<file path="src/rtl/inst_queue.sv">
// -----------------------------------------------------------------------------
// inst_queue -- instruction queue between fetch (IF) and decode (ID).
//
// A circular buffer of DEPTH packed instruction entries. IF may push up to two
// entries per cycle; ID sees the two oldest entries and pops whatever is valid
// on a cycle where it asserts next_allowin_i. Either flush input empties the
// queue at the next edge and overrides any push/pop in that cycle.
//
// DEPTH must be a power of two and at least 4 so the pointers wrap naturally.
//
// Ports
//   clk, rst_n                  clock, asynchronous active-low reset
//   line1/2_pre_to_now_valid_i  IF offers entry 1 / entry 2 (line2 needs line1)
//   line1/2_pre_to_ibus         entry payloads, line1 is the older
//   now_allowin_o               room for a full pair (registered state only)
//   next_allowin_i              ID consumes the presented entries this cycle
//   line1/2_now_to_next_valid_o head / head+1 entry valid
//   line1/2_to_next_obus        head / head+1 entry payloads
//   excep_flush_i               exception / ertn flush
//   branch_flush_i              branch mispredict flush
//   count_o                     current occupancy
// -----------------------------------------------------------------------------
module inst_queue #(
    parameter int DEPTH   = 8,
    parameter int ENTRY_W = 160
) (
    input  logic                     clk,
    input  logic                     rst_n,
    input  logic                     line1_pre_to_now_valid_i,
    input  logic                     line2_pre_to_now_valid_i,
    input  logic [ENTRY_W-1:0]       line1_pre_to_ibus,
    input  logic [ENTRY_W-1:0]       line2_pre_to_ibus,
    output logic                     now_allowin_o,
    input  logic                     next_allowin_i,
    output logic                     line1_now_to_next_valid_o,
    output logic                     line2_now_to_next_valid_o,
    output logic [ENTRY_W-1:0]       line1_to_next_obus,
    output logic [ENTRY_W-1:0]       line2_to_next_obus,
    input  logic                     excep_flush_i,
    input  logic                     branch_flush_i,
    output logic [$clog2(DEPTH):0]   count_o
);

    localparam int PW    = $clog2(DEPTH);
    localparam int CW    = PW + 1;
    localparam int LANES = 2;

    // Payload storage is intentionally not reset; valids gate it.
    logic [ENTRY_W-1:0] mem_q [DEPTH];

    logic [PW-1:0] rptr_q, rptr_d;
    logic [PW-1:0] wptr_q, wptr_d;
    logic [CW-1:0] cnt_q,  cnt_d;

    logic          flush;
    logic [1:0]    push_n;
    logic [1:0]    pop_n;
    logic [PW-1:0] wptr_p1;

    logic [LANES-1:0]              lane_vld;
    logic [LANES-1:0][ENTRY_W-1:0] lane_data;

    // Read lanes: lane k presents mem[rptr+k] and is valid when cnt > k.
    for (genvar k = 0; k < LANES; k++) begin : g_lane
        logic [PW-1:0] ridx;
        assign ridx         = rptr_q + PW'(k);
        assign lane_vld[k]  = cnt_q > CW'(k);
        assign lane_data[k] = mem_q[ridx];
    end

    assign line1_now_to_next_valid_o = lane_vld[0];
    assign line2_now_to_next_valid_o = lane_vld[1];
    assign line1_to_next_obus        = lane_data[0];
    assign line2_to_next_obus        = lane_data[1];

    // Always leave room for a full pair so IF never has to split one.
    assign now_allowin_o = cnt_q <= CW'(DEPTH - 2);
    assign count_o       = cnt_q;
    assign flush         = excep_flush_i | branch_flush_i;
    assign wptr_p1       = wptr_q + PW'(1);

    always_comb begin
        push_n = 2'd0;
        pop_n  = 2'd0;
        rptr_d = rptr_q;
        wptr_d = wptr_q;
        cnt_d  = cnt_q;

        // A lone line2 valid is meaningless and dropped.
        if (now_allowin_o && line1_pre_to_now_valid_i)
            push_n = line2_pre_to_now_valid_i ? 2'd2 : 2'd1;

        if (next_allowin_i)
            pop_n = {1'b0, lane_vld[0]} + {1'b0, lane_vld[1]};

        if (flush) begin
            rptr_d = '0;
            wptr_d = '0;
            cnt_d  = '0;
        end else begin
            rptr_d = rptr_q + PW'(pop_n);
            wptr_d = wptr_q + PW'(push_n);
            cnt_d  = cnt_q + CW'(push_n) - CW'(pop_n);
        end
    end

    always_ff @(posedge clk or negedge rst_n) begin
        if (!rst_n) begin
            rptr_q <= '0;
            wptr_q <= '0;
            cnt_q  <= '0;
        end else begin
            rptr_q <= rptr_d;
            wptr_q <= wptr_d;
            cnt_q  <= cnt_d;
        end
    end

    always_ff @(posedge clk) begin
        if (!flush) begin
            if (push_n != 2'd0) mem_q[wptr_q]  <= line1_pre_to_ibus;
            if (push_n == 2'd2) mem_q[wptr_p1] <= line2_pre_to_ibus;
        end
    end

endmodule

</file>
<file path="config.mk">
export PLATFORM = sky130hd
export DESIGN_NAME = inst_queue
export DESIGN_NICKNAME = d
export VERILOG_FILES = /design/src/rtl/inst_queue.sv
export SDC_FILE = /design/constraint.sdc
export NUM_CORES = 2
export LEC_CHECK = 0
export CORE_AREA = 2 2 594 360
export CTS_CLUSTER_DIAMETER = 60
export CTS_CLUSTER_SIZE = 24
export DETAILED_ROUTE_END_ITERATION = 10
export DIE_AREA = 0 0 596 362
export GPL_TIMING_DRIVEN = 0
export SETUP_SLACK_MARGIN = 0.2
export SYNTH_ARGS = -nofsm -noshare
export SYNTH_HDL_FRONTEND = slang
export SYNTH_SLANG_ARGS = --single-unit
</file>
<file path="constraint.sdc">
create_clock -name clk -period 29.4 [get_ports clk]
set_input_delay 7.35 -clock clk [delete_from_list [all_inputs] [get_ports clk]]
set_output_delay 7.35 -clock clk [all_outputs]
set_load 0.05 [all_outputs]
</file>
==> metrics <==
status finished, final reports clean; Least-Margin Pin Slew 1.28 ns; Worst EP required 22.05 ns; final non-filler cell total 7,704; clk slew on worst S/H paths 0.07 ns; nets@finish 5,139; Die W 596 um; Met2 Wirelength 122,000 um; Critical Path AT 5.31 ns; CORE AREA 211,000 um2; fin crit share 0.431; Setup WS pre-CTS 17.45 ns; router iterations before antenna repair 5; Adder-Cell Fraction of Synth Area 0.00314; crit path time final 12.66 ns; vias in the first global route 46,219; max incr delay on CP 0.88 ns; Synth Area in Simple Gates 0.00355; Startpoint Class register; setup TNS 0 ns; Avg Inst Size Synth 18.6 um2; maximum buffer depth of the clock tree 3; num rows 131; Final Max Tran Viols 0; Synth top area share 0.524; critical path class reg2out; Avg WL per Cell 34.8 um; CP top delay family buffers and inverters; TritonCTS clock tree done; H-tree Lvls 3; synthesized cell area 73,300 um2; CTS Hold Bufs 0; Synth area leaders edfxtp_1, mux4_2, mux2_2; grt ovf 0; register bit count reported by yosys 1,290; Initial Util 0.348; worst-path cell chain buf_2 > buf_2 > clkbuf_2 > clkbuf_1 > mux4_2 > mux2_2 > clkdlybuf4s50_1; CP Capture Type output pin; Final HPWL DP 182,000 um; worst ir drop on vdd 0.0745 mV; first-pass GRT wire length 373,000 um; mux cell area share after synthesis 0.443; worst-path fanout max 10; clk root buf clkbuf_16; ANT nets after route 0; initial antenna violation count 43; pin count of the biggest net entering global routing 25; synth unique cells 31; # Post-CTS Setup Buffers 0; main combinational cell family by area after synthesis multiplexers; Num Clock Sinks 1,290; share of layout cells above drive strength 1 0.419; Setup Skew 0.0447 ns; warnings from Yosys 0; Min-Delay Path Class reg2reg; max_cap viols 0; vias post-DR 45,325; cts repair resizes 0; post-synthesis sequential area ratio 0.528; Synth area leader edfxtp_1; Syn Nets 4,292; highest achievable clock rate 79.0 MHz; Max transition margin 0.148; worst skew pair latency 0.76 ns; RePlAce Congestion 0.802; Boundary Pins 654; Synth Instances 3,949; RSZ-0062 raised after global routing no; most numerous cell on the critical path buf_2; drt total wl 268,000 um; min setup slack post-route 16.74 ns; placed cells 7,474; CTS buffer count 113; DR WL met3 21,300 um; GRT Total Usage 0.244; CP bufs+invs 5; highest metal used met5; Post-Synth XOR/XNOR Area 0.000938; area grow syn2layout 21.9%; Vias/cell 5.88; Compound-Gate Fraction of Synth Area 0.00119; die height 362 um; die area 216,000 um2; setup violators final 0; critical path's slowest cell clkdlybuf4s50_1; PD cells 72.2 nW/um2; First DRT Iteration DRCs 4,975; M1 WL 118,000 um; P_leak 27.9 nW; PortBufs 653; Final Hold Fails 0; DRC 0
state kept, by name, indices dropped and copies added (netlist names):
register	flops
count_o	4
mem_q	1280
wptr_q	3
rptr_q	3
through the flow:
stage / utilization / instance area [um2] / hold slack, ns / total power [mW]
6_report: 0.424 / 89400 / 0.654 / 6.45
5_1_grt: 0.424 / 89400 / 0.691 / 6.65
4_1_cts: 0.424 / 89300 / 0.659 / 6.51
3_5_place_dp: 0.404 / 85100 / 0.645 / 4.77
3_3_place_gp: 0.395 / 83400 / 0.622 / 4.78
2_1_floorplan: - / 73300 / 0.598 / 3.81
report_power, final:
| part | internal (mW) | total (mW) | switching, mW |
|---|---|---|---|
| registers | 2.06 | 2.08 | 0.0167 |
| logic | 1.05 | 2.65 | 1.61 |
| clock network | 0.888 | 1.73 | 0.840 |
| total | 3.99 | 6.45 | 2.46 |
cell families after synthesis:
group,Yosys count
mux,2243
compound gates,12
flops,1290
xor+xnor,7
fa+ha+maj,16
buf+inv,332
simple gates,49
synth_stat cells, drive strengths merged:
cell type,count
a21o,2
a21oi,4
a2bb2oi,3
a32oi,3
and2,6
buf,208
clkbuf,111
dfrtp,10
edfxtp,1280
fa,4
ha,12
inv,13
mux2,1601
mux2i,2
mux4,640
nand2,6
nand3,6
nand4,1
nor2,18
nor2b,5
nor3,4
nor4b,1
nor4bb,1
or2,1
xnor2,3
xor2,4
worst reg2reg max path, stage by stage (launching register included):
cell and delay (ns):
dfrtp_1 0.45, ha_1 0.32, nor4bb_1 0.52, nand2_1 0.21
nor3_2 0.98, buf_2 0.83, buf_2 0.53, mux2_1 0.38
cell usage in the layout, fill, tap and decap left out, drive strengths merged:
cell and count:
a21o 2, a21oi 4, a2bb2oi 3, a32oi 3
and2 6, buf 287, bufinv 15, clkbuf 232
clkdlybuf4s50 653, clkinv 36, clkinvlp 5, dfrtp 10
diode 16, edfxtp 1280, fa 4, ha 12
inv 50, mux2 1601, mux2i 2, mux4 640
nand2 6, nand3 6, nand4 1, nor2 18
nor2b 5, nor3 4, nor4b 1, nor4bb 1
or2 1, xnor2 3, xor2 4
cell type report:
type	count	area [um2]
clock buffer	121	2880
clock inverter	93	1330
timing repair buffer	732	8220
tap	2793	3490
multi-input combinational	2327	33200
antenna	16	40.0
sequential	1290	38700
buffer	319	1500
fill	18592	121000
inverter	13	48.8
final timing paths:
path / startpoint / end / slack, ns / cells past startpoint
worst min register to register: rptr_q[0]$_DFF_PN0_ / rptr_q[0]$_DFF_PN0_ / 0.65 / 2
min in group asynchronous: rst_n / count_o[3]$_DFF_PN0_ / 6.94 / 1
worst min-delay path: rptr_q[0]$_DFF_PN0_ / rptr_q[0]$_DFF_PN0_ / 0.65 / 2
max in group asynchronous: rst_n / wptr_q[2]$_DFF_PN0_ / 22.09 / 1
worst max register to register: wptr_q[1]$_DFF_PN0_ / mem_q[2][64]$_DFFE_PP_ / 24.91 / 7
worst max-delay path: rptr_q[0]$_DFF_PN0_ / line1_to_next_obus[92] / 16.74 / 7
metal layers:
layer	vias up	track usage
li1	18441	-
met1	24405	0.349
met2	2096	0.373
met3	357	0.0562
met4	26	0.0668
met5	-	0
Power figures use the tool's default switching activity.
